## config.mk

```make
export PLATFORM = sky130hd
export DESIGN_NAME = sr_pulse_ctrl
export DESIGN_NICKNAME = d
export VERILOG_FILES = /design/src/rtl/sr_pulse_ctrl.sv
export SDC_FILE = /design/constraint.sdc
export NUM_CORES = 1
export LEC_CHECK = 0
export CAP_MARGIN = 30
export CORE_MARGIN = 2
export CORE_UTILIZATION = 64
export DETAILED_ROUTE_END_ITERATION = 7
export PLACE_DENSITY = 0.83
export SYNTH_ARGS = -nofsm -noshare
export SYNTH_HDL_FRONTEND = slang
export SYNTH_SLANG_ARGS = --single-unit
```

## constraint.sdc

```tcl
create_clock -name clk -period 5.4 [get_ports clk]
set_input_delay 1.08 -clock clk [delete_from_list [all_inputs] [get_ports clk]]
set_output_delay 1.08 -clock clk [all_outputs]
set_load 0.01 [all_outputs]
```

## src/rtl/sr_pulse_ctrl.sv

```systemverilog
// Conditions two raw asynchronous request lines into clean, mutually exclusive
// set/reset pulses for a downstream SR latch; colliding requests are flagged, not forwarded.
module sr_pulse_ctrl #(
    parameter int CNT_W    = 16,
    parameter int DEBOUNCE = 1000,
    parameter int PULSE_W  = 2
) (
    input  logic clk,
    input  logic rst,
    input  logic set_in,
    input  logic reset_in,
    output logic s,
    output logic r,
    output logic busy,
    output logic conflict
);

    localparam int                PC_W    = (PULSE_W > 1) ? $clog2(PULSE_W) : 1;
    localparam logic [CNT_W-1:0]  DB_MAX  = CNT_W'(DEBOUNCE - 1);
    localparam logic [PC_W-1:0]   PC_LOAD = PC_W'(PULSE_W - 1);

    typedef enum logic [1:0] {IDLE, DRIVE_S, DRIVE_R, GUARD} state_t;

    logic             set_p0, set_p1, clr_p0, clr_p1;
    logic             set_stable, clr_stable, set_stable_d, clr_stable_d;
    logic [CNT_W-1:0] set_cnt, clr_cnt;
    logic             req_s, req_r, eff_s, eff_r;
    logic             pend_s, pend_r, pend_s_nx, pend_r_nx;
    logic [PC_W-1:0]  pcnt, pcnt_nx;
    logic             conflict_nx;
    state_t           state, state_nx;

    // Stage p0/p1: two-flop synchronizers, then per-channel debounce counters
    always_ff @(posedge clk or negedge rst) begin
        if (!rst) begin
            set_p0       <= 1'b0;
            set_p1       <= 1'b0;
            clr_p0       <= 1'b0;
            clr_p1       <= 1'b0;
            set_stable   <= 1'b0;
            clr_stable   <= 1'b0;
            set_stable_d <= 1'b0;
            clr_stable_d <= 1'b0;
            set_cnt      <= '0;
            clr_cnt      <= '0;
        end else begin
            set_p0       <= set_in;
            set_p1       <= set_p0;
            clr_p0       <= reset_in;
            clr_p1       <= clr_p0;
            set_stable_d <= set_stable;
            clr_stable_d <= clr_stable;

            if (set_p1 == set_stable) begin
                set_cnt <= '0;
            end else if (set_cnt == DB_MAX) begin
                set_stable <= set_p1;
                set_cnt    <= '0;
            end else begin
                set_cnt <= set_cnt + 1'b1;
            end

            if (clr_p1 == clr_stable) begin
                clr_cnt <= '0;
            end else if (clr_cnt == DB_MAX) begin
                clr_stable <= clr_p1;
                clr_cnt    <= '0;
            end else begin
                clr_cnt <= clr_cnt + 1'b1;
            end
        end
    end

    // Only a rising stable value is a request; falling edges are silent
    assign req_s = set_stable & ~set_stable_d;
    assign req_r = clr_stable & ~clr_stable_d;

    always_comb begin
        state_nx    = state;
        pcnt_nx     = pcnt;
        pend_s_nx   = pend_s;
        pend_r_nx   = pend_r;
        conflict_nx = 1'b0;
        eff_s       = req_s | pend_s;
        eff_r       = req_r | pend_r;
        case (state)
            IDLE: begin
                if (eff_s && eff_r) begin
                    conflict_nx = 1'b1;
                    pend_s_nx   = 1'b0;
                    pend_r_nx   = 1'b0;
                end else if (eff_s) begin
                    state_nx  = DRIVE_S;
                    pcnt_nx   = PC_LOAD;
                    pend_s_nx = 1'b0;
                end else if (eff_r) begin
                    state_nx  = DRIVE_R;
                    pcnt_nx   = PC_LOAD;
                    pend_r_nx = 1'b0;
                end
            end
            DRIVE_S, DRIVE_R: begin
                pend_s_nx = pend_s | req_s;
                pend_r_nx = pend_r | req_r;
                if (pcnt == '0) state_nx = GUARD;
                else            pcnt_nx  = pcnt - 1'b1;
            end
            GUARD: begin
                pend_s_nx = pend_s | req_s;
                pend_r_nx = pend_r | req_r;
                state_nx  = IDLE;
            end
            default: state_nx = IDLE;
        endcase
    end

    // Stage p2: outputs registered from next state so s and r can never overlap
    always_ff @(posedge clk or negedge rst) begin
        if (!rst) begin
            state    <= IDLE;
            pcnt     <= '0;
            pend_s   <= 1'b0;
            pend_r   <= 1'b0;
            s        <= 1'b0;
            r        <= 1'b0;
            busy     <= 1'b0;
            conflict <= 1'b0;
        end else begin
            state    <= state_nx;
            pcnt     <= pcnt_nx;
            pend_s   <= pend_s_nx;
            pend_r   <= pend_r_nx;
            s        <= (state_nx == DRIVE_S);
            r        <= (state_nx == DRIVE_R);
            busy     <= (state_nx != IDLE);
            conflict <= conflict_nx;
        end
    end

endmodule

```

Yosys cells after proc, flatten, opt, wreduce, memory -nomap -nowiden
Cells that the tools add are included.
{"block": "totals", "register_bits": 49, "latch_bits": 0, "ramBits": 0, "mem_bits_ro": 0, "output_inout_bits": 4, "word_cells": 76, "memories": 0}
{"block": "classes", "addsub": 3, "multipliers": 0, "div_mod_pow": 0, "order_cmp": 0, "eq_ne": 14, "shifts": 0, "n_mux": 23, "bitwise_logic": 8, "reduce_logical": 10}
{"cell": "$mux 16", "count": 4}
{"cell": "$add 16x1->16 const B", "count": 2}
{"cell": "$eq 16x10->1 const B", "count": 2}
{"cell": "$ne 3x3->1 const B", "count": 4}
{"cell": "$mux 1", "count": 11}
{"cell": "$mux 2", "count": 4}
{"cell": "$eq 2x2->1 const B", "count": 3}
{"cell": "$pmux 1 s2", "count": 3}
{"cell": "$pmux 2 s3", "count": 1}
{"cell": "$reduce_and 2->1", "count": 3}
{"cell": "$eq 2x1->1 const B", "count": 2}
{"cell": "$not 1->1", "count": 4}
{"cell": "$reduce_bool 2->1", "count": 2}
{"cell": "$reduce_and 3->1", "count": 1}
{"cell": "$reduce_or 3->1", "count": 1}
{"cell": "$and 1x1->1", "count": 2}
{"cell": "$eq 1x1->1", "count": 2}
{"cell": "$logic_not 2->1", "count": 1}
{"cell": "$ne 2x2->1 const B", "count": 1}
{"cell": "$or 1x1->1", "count": 2}
{"cell": "$reduce_or 2->1", "count": 1}
{"cell": "$logic_and 1x1->1", "count": 1}
{"cell": "$sub 1x1->1 const B", "count": 1}

Depth between registers and ports, before layout
{"block": "logic_depth", "ltp_word": 8, "mapped_depth": 7, "depth_no_buf": 6}

Least setup slack after synthesis
OpenSTA, ideal clock, no wires.
{"block": "synth_path", "kind": "register -> register", "startpoint": "register set_cnt[12]", "endpoint": "register set_stable", "setup_ps": 125, "arrival_ps": 1576, "required_time_ps": 5275, "path_slack_ps": 3699, "path_stages_with_launch": 4, "path_cell_list": "dfrtp_1 or4_1 or3_4 mux2_4"}
{"block": "synth_via", "elab_chain_cells": 2}
{"item": "start, declared", "line": "26", "source": "logic [CNT_W-1:0] set_cnt, clr_cnt;"}
{"item": "start signal, assigned", "line": "60", "source": "set_cnt <= set_cnt + 1'b1;"}
{"item": "$eq 16x10->1", "line": "56", "source": "end else if (set_cnt == DB_MAX) begin"}
{"item": "$reduce_and 2->1 (no source line)"}
{"item": "end signal, assigned", "line": "57", "source": "set_stable <= set_p1;"}
{"item": "end, declared", "line": "25", "source": "logic set_stable, clr_stable, set_stable_d, clr_stable_d;"}
Every way passes these cells.
A chain may end at the register's enable or synchronous reset.

Worst setup path after layout
{"block": "layout_path", "startpoint": "register s", "endpoint": "output port s"}
{"item": "start, declared", "line": "12", "source": "output logic s,"}
{"item": "start signal, assigned", "line": "133", "source": "s <= (state_nx == DRIVE_S);"}
No word-level cell between the ends.

==> summary.md <==
Power and ir drop
• switching fraction of total power: 0.235
• fraction of power consumed by sequential logic: 0.668
• cell-internal power: 0.000431 W
• Pleak: 1.01 nW
• worst supply voltage drop on vdd: 194 µV
• fraction of power consumed by combinational cells: 0.039
• Pwr Density: 241 nW/µm²
• clock power share: 0.293
• net switching component of the power: 0.000132 W

GRT
• first-pass GRT wire length: 6.42 mm
• maximum number of pins on one net before global-route repair: 26
• grt ovf: 0
• global router's overall resource usage: 0.233
• number of global-route vias before repair: 1517
• initial antenna violation count: 0

Placed design
• Port Buffer Count: 7
• final weighted congestion in routability-driven placement: 0.799
• sum of net half-perimeters after detailed placement: 2.74 mm
• total placed instance area: 2280 µm²

Worst setup path
• master of the slowest instance on the critical path: sky130_fd_sc_hd__clkdlybuf4s50_1
• kind of end point of the critical path: primary output
• Data required, critical path: 4.32 ns
• critical-path maximum fanout: 1
• capture point of the worst reg-to-reg path: set_stable$_DFFE_PN0P_
• critical path cell sequence: clkdlybuf4s50_1
• worst reg-to-reg setup slack: 3.62 ns
• gate family responsible for the most delay along the worst path: buffers and inverters
• arrival time of the worst setup path: 1.25 ns
• Buf+Inv Stages, Crit Path: 1
• kind of critical path: reg -> out
• startpoint type of the worst setup path: flop
• longest individual stage delay on the worst path: 0.53 ns
• Worst Reg-to-Reg Cells: 3
• Setup crit start: s$_DFF_PN0_
• RR Startpoint: set_cnt[12]$_DFF_PN0_

STA
• worst-margin pin slew: 0.593 ns
• number of pins with negative max-slew slack in the final report: 0
• final count of negative-setup-slack endpoints: 0
• total count of hold-check failures in the final report: 0
• final critical delay including setup and external delays: 2.33 ns
• post-route clock skew: 0.0142 ns
• portion of the clock cycle consumed by the worst path in the final layout: 0.432
• worst max-slew margin expressed relative to the limit: 0.604
• maximum clock rate: 429 MHz
• setup repair after global routing missed its margin: no
• final-layout setup total negative slack: 0 ns

Die
• total core area: 3280 µm²
• count of pins on the block boundary: 8
• chip width: 62.1 µm
• Total Die Area: 3850 µm²
• die height: 62.1 µm
• row count: 21
• initial core utilization: 0.657

Synthesis
• count of yosys warnings during synthesis: 0
• synthesized area: 2160 µm²
• count of mapped cells out of synthesis: 208
• number of library cell types mapped by synthesis: 31
• sequential fraction of the synthesis area: 0.568
• nets in the synthesized netlist: 215
• total of flip-flops plus latches after synthesis: 49
• Post-Synthesis Mean Instance Area: 10.4 µm²

Clocking
• number of buffers inserted for hold repair after clock tree synthesis: 0
• CTS resizes: 0
• number of buffers created by CTS: 5
• Worst-Skew Late Latency: 0.37 ns
• number of sinks driven by the clock tree: 49
• Clock transition at path regs: 0.14 ns
• root buffer cell: sky130_fd_sc_hd__clkbuf_4
• number of setup buffers added after CTS: 0
• maximum buffer depth of the clock tree: 2
• H-tree levels: 2
• TritonCTS clock tree: yes

Drt
• Residual DRC: 0
• average routed wire per standard cell: 14.0 µm
• first drt pass iteration count: 4
• via-per-instance ratio: 5.59
• remaining number of nets flagged by the antenna check after routing: 0
• final WL: 3.72 mm
• routed vias: 1487
• Iter 0 DRT Violations: 130

Final layout
• fraction of layout instances using a drive strength above 1: 0.0818
• final design area excluding fillers: 2340 µm²
• post-layout net count: 226
• number of antenna cells inserted: 0
• Filler Cell Count: 262
• area delta synth->final: 8.41%
• largest registers in the final layout: clr_cnt (16), set_cnt (16), state (2)

Outcome
• result of the run: complete, no violations

Worst hold path
• destination of the worst hold path: set_p1$_DFF_PN0_
• beginning of the worst hold path: set_p0$_DFF_PN0_
• count of cells along the worst hold path: 0
• path category of the worst min-delay check: reg -> reg

Run
• max-capacitance violation count: 0

==> worst reg2reg max path: stages, from the launching register on <==
cell and delay [ns]:
sky130_fd_sc_hd__dfrtp_1 0.44, sky130_fd_sc_hd__or4_1 0.53, sky130_fd_sc_hd__or3_4 0.41, sky130_fd_sc_hd__mux2_4 0.31
==> metrics by stage <==
| stage | utilization | std cells | hold WS [ns] | power [W] | setup WS (ns) |
|---|---|---|---|---|---|
| 4_1_cts | 0.712 | 266 | 0.375 | 0.000568 | 3.05 |
| 3_3_place_gp | 0.686 | 257 | 0.336 | 0.000402 | 3.46 |
| 5_1_grt | 0.712 | 266 | 0.382 | 0.000589 | 3.00 |
| 2_1_floorplan | - | 208 | 0.331 | 0.000393 | 3.70 |
| 6_report | 0.712 | 266 | 0.374 | 0.000563 | 3.07 |
| 3_5_place_dp | 0.695 | 258 | 0.344 | 0.000406 | 3.48 |
==> area by class of cell <==
class	instances	area [µm²]	area share
flip-flops and latches	49	1230	0.524
multi-input cells	147	876	0.375
repair buffers	8	92.6	0.0396
well taps	46	57.6	0.0246
clock buffers	6	41.3	0.0177
inverters	8	30.0	0.0128
clock inverters	2	15.0	0.00642
==> routing by layer <==
layer  part of all wire  GRT usage  up-vias  wire, µm
li1                   -          -      707         -
met1               0.41      0.265      740      1540
met2               0.53      0.408       29      1990
met3              0.031     0.0600       11       117
met4              0.021      0.112        0        80
met5                  0          0        -         0
==> synth_stat cells <==
library cell | n | area (µm²)
sky130_fd_sc_hd__and3_1 | 1 | 6.26
sky130_fd_sc_hd__nor3_1 | 6 | 30.0
sky130_fd_sc_hd__clkbuf_1 | 1 | 3.75
sky130_fd_sc_hd__nand3_1 | 8 | 40.0
sky130_fd_sc_hd__xor2_1 | 13 | 114
sky130_fd_sc_hd__inv_1 | 8 | 30.0
sky130_fd_sc_hd__and3_2 | 1 | 7.51
sky130_fd_sc_hd__o21ai_0 | 6 | 30.0
sky130_fd_sc_hd__or2_2 | 4 | 25.0
sky130_fd_sc_hd__mux2_4 | 1 | 15.0
sky130_fd_sc_hd__mux2_2 | 1 | 11.3
sky130_fd_sc_hd__buf_6 | 1 | 11.3
sky130_fd_sc_hd__nand2_1 | 14 | 52.6
sky130_fd_sc_hd__or4_1 | 1 | 7.51
sky130_fd_sc_hd__nor4_1 | 5 | 31.3
sky130_fd_sc_hd__or3_1 | 3 | 18.8
sky130_fd_sc_hd__a21oi_1 | 2 | 10.0
sky130_fd_sc_hd__clkbuf_2 | 1 | 5.00
sky130_fd_sc_hd__and4_1 | 1 | 8.76
sky130_fd_sc_hd__or2_1 | 1 | 6.26
sky130_fd_sc_hd__dfrtp_1 | 49 | 1230
sky130_fd_sc_hd__nand2_4 | 1 | 11.3
sky130_fd_sc_hd__buf_2 | 1 | 5.00
sky130_fd_sc_hd__nand3b_1 | 1 | 7.51
sky130_fd_sc_hd__xnor2_1 | 18 | 158
sky130_fd_sc_hd__or3_4 | 1 | 11.3
sky130_fd_sc_hd__nand4_1 | 5 | 31.3
sky130_fd_sc_hd__ha_1 | 3 | 37.5
sky130_fd_sc_hd__o221ai_1 | 1 | 8.76
sky130_fd_sc_hd__nor2b_1 | 5 | 31.3
sky130_fd_sc_hd__nor2_1 | 44 | 165
==> kinds of logic after synthesis <==
kind of cell | share of synthesized area
flip-flops | 0.568
XOR/XNOR | 0.126
buffers and inverters | 0.0255
AO/OA/AOI/OAI | 0.0226
AND/OR/NAND/NOR | 0.228
adder cells (fa/ha/maj) | 0.0174
multiplexers | 0.0122
==> worst max-delay path by stage <==
stage	depth (start not counted)	slack [ns]	end
2_1_floorplan	3	3.70	set_stable$_DFFE_PN0P_
3_3_place_gp	1	3.46	set_cnt[3]$_DFF_PN0_
3_5_place_dp	1	3.48	busy
4_1_cts	1	3.05	busy
5_1_grt	1	3.00	r
6_report	1	3.07	s
==> power groups by stage <==
| stage | clock (W) | sequential [W] | combinational, W |
|---|---|---|---|
| finish | 0.000165 | 0.000376 | 0.0000222 |
| CTS | 0.000169 | 0.000376 | 0.0000230 |
| global placement | 0 | 0.000383 | 0.0000193 |
| floorplan | 0 | 0.000382 | 0.0000108 |
| global route | 0.000186 | 0.000377 | 0.0000261 |
| detailed placement | 0 | 0.000383 | 0.0000230 |
==> cell usage in the layout, fill, tap and decap left out, types with 2 or more instances in the layout <==
| master | count |
|---|---|
| sky130_fd_sc_hd__a21oi_1 | 2 |
| sky130_fd_sc_hd__clkbuf_4 | 5 |
| sky130_fd_sc_hd__clkdlybuf4s50_1 | 6 |
| sky130_fd_sc_hd__clkinvlp_4 | 2 |
| sky130_fd_sc_hd__dfrtp_1 | 49 |
| sky130_fd_sc_hd__ha_1 | 3 |
| sky130_fd_sc_hd__inv_1 | 8 |
| sky130_fd_sc_hd__nand2_1 | 14 |
| sky130_fd_sc_hd__nand3_1 | 8 |
| sky130_fd_sc_hd__nand4_1 | 5 |
| sky130_fd_sc_hd__nor2_1 | 44 |
| sky130_fd_sc_hd__nor2b_1 | 5 |
| sky130_fd_sc_hd__nor3_1 | 6 |
| sky130_fd_sc_hd__nor4_1 | 5 |
| sky130_fd_sc_hd__o21ai_0 | 6 |
| sky130_fd_sc_hd__or2_2 | 4 |
| sky130_fd_sc_hd__or3_1 | 3 |
| sky130_fd_sc_hd__xnor2_1 | 18 |
| sky130_fd_sc_hd__xor2_1 | 13 |
(Power assumes the default switching activity.)
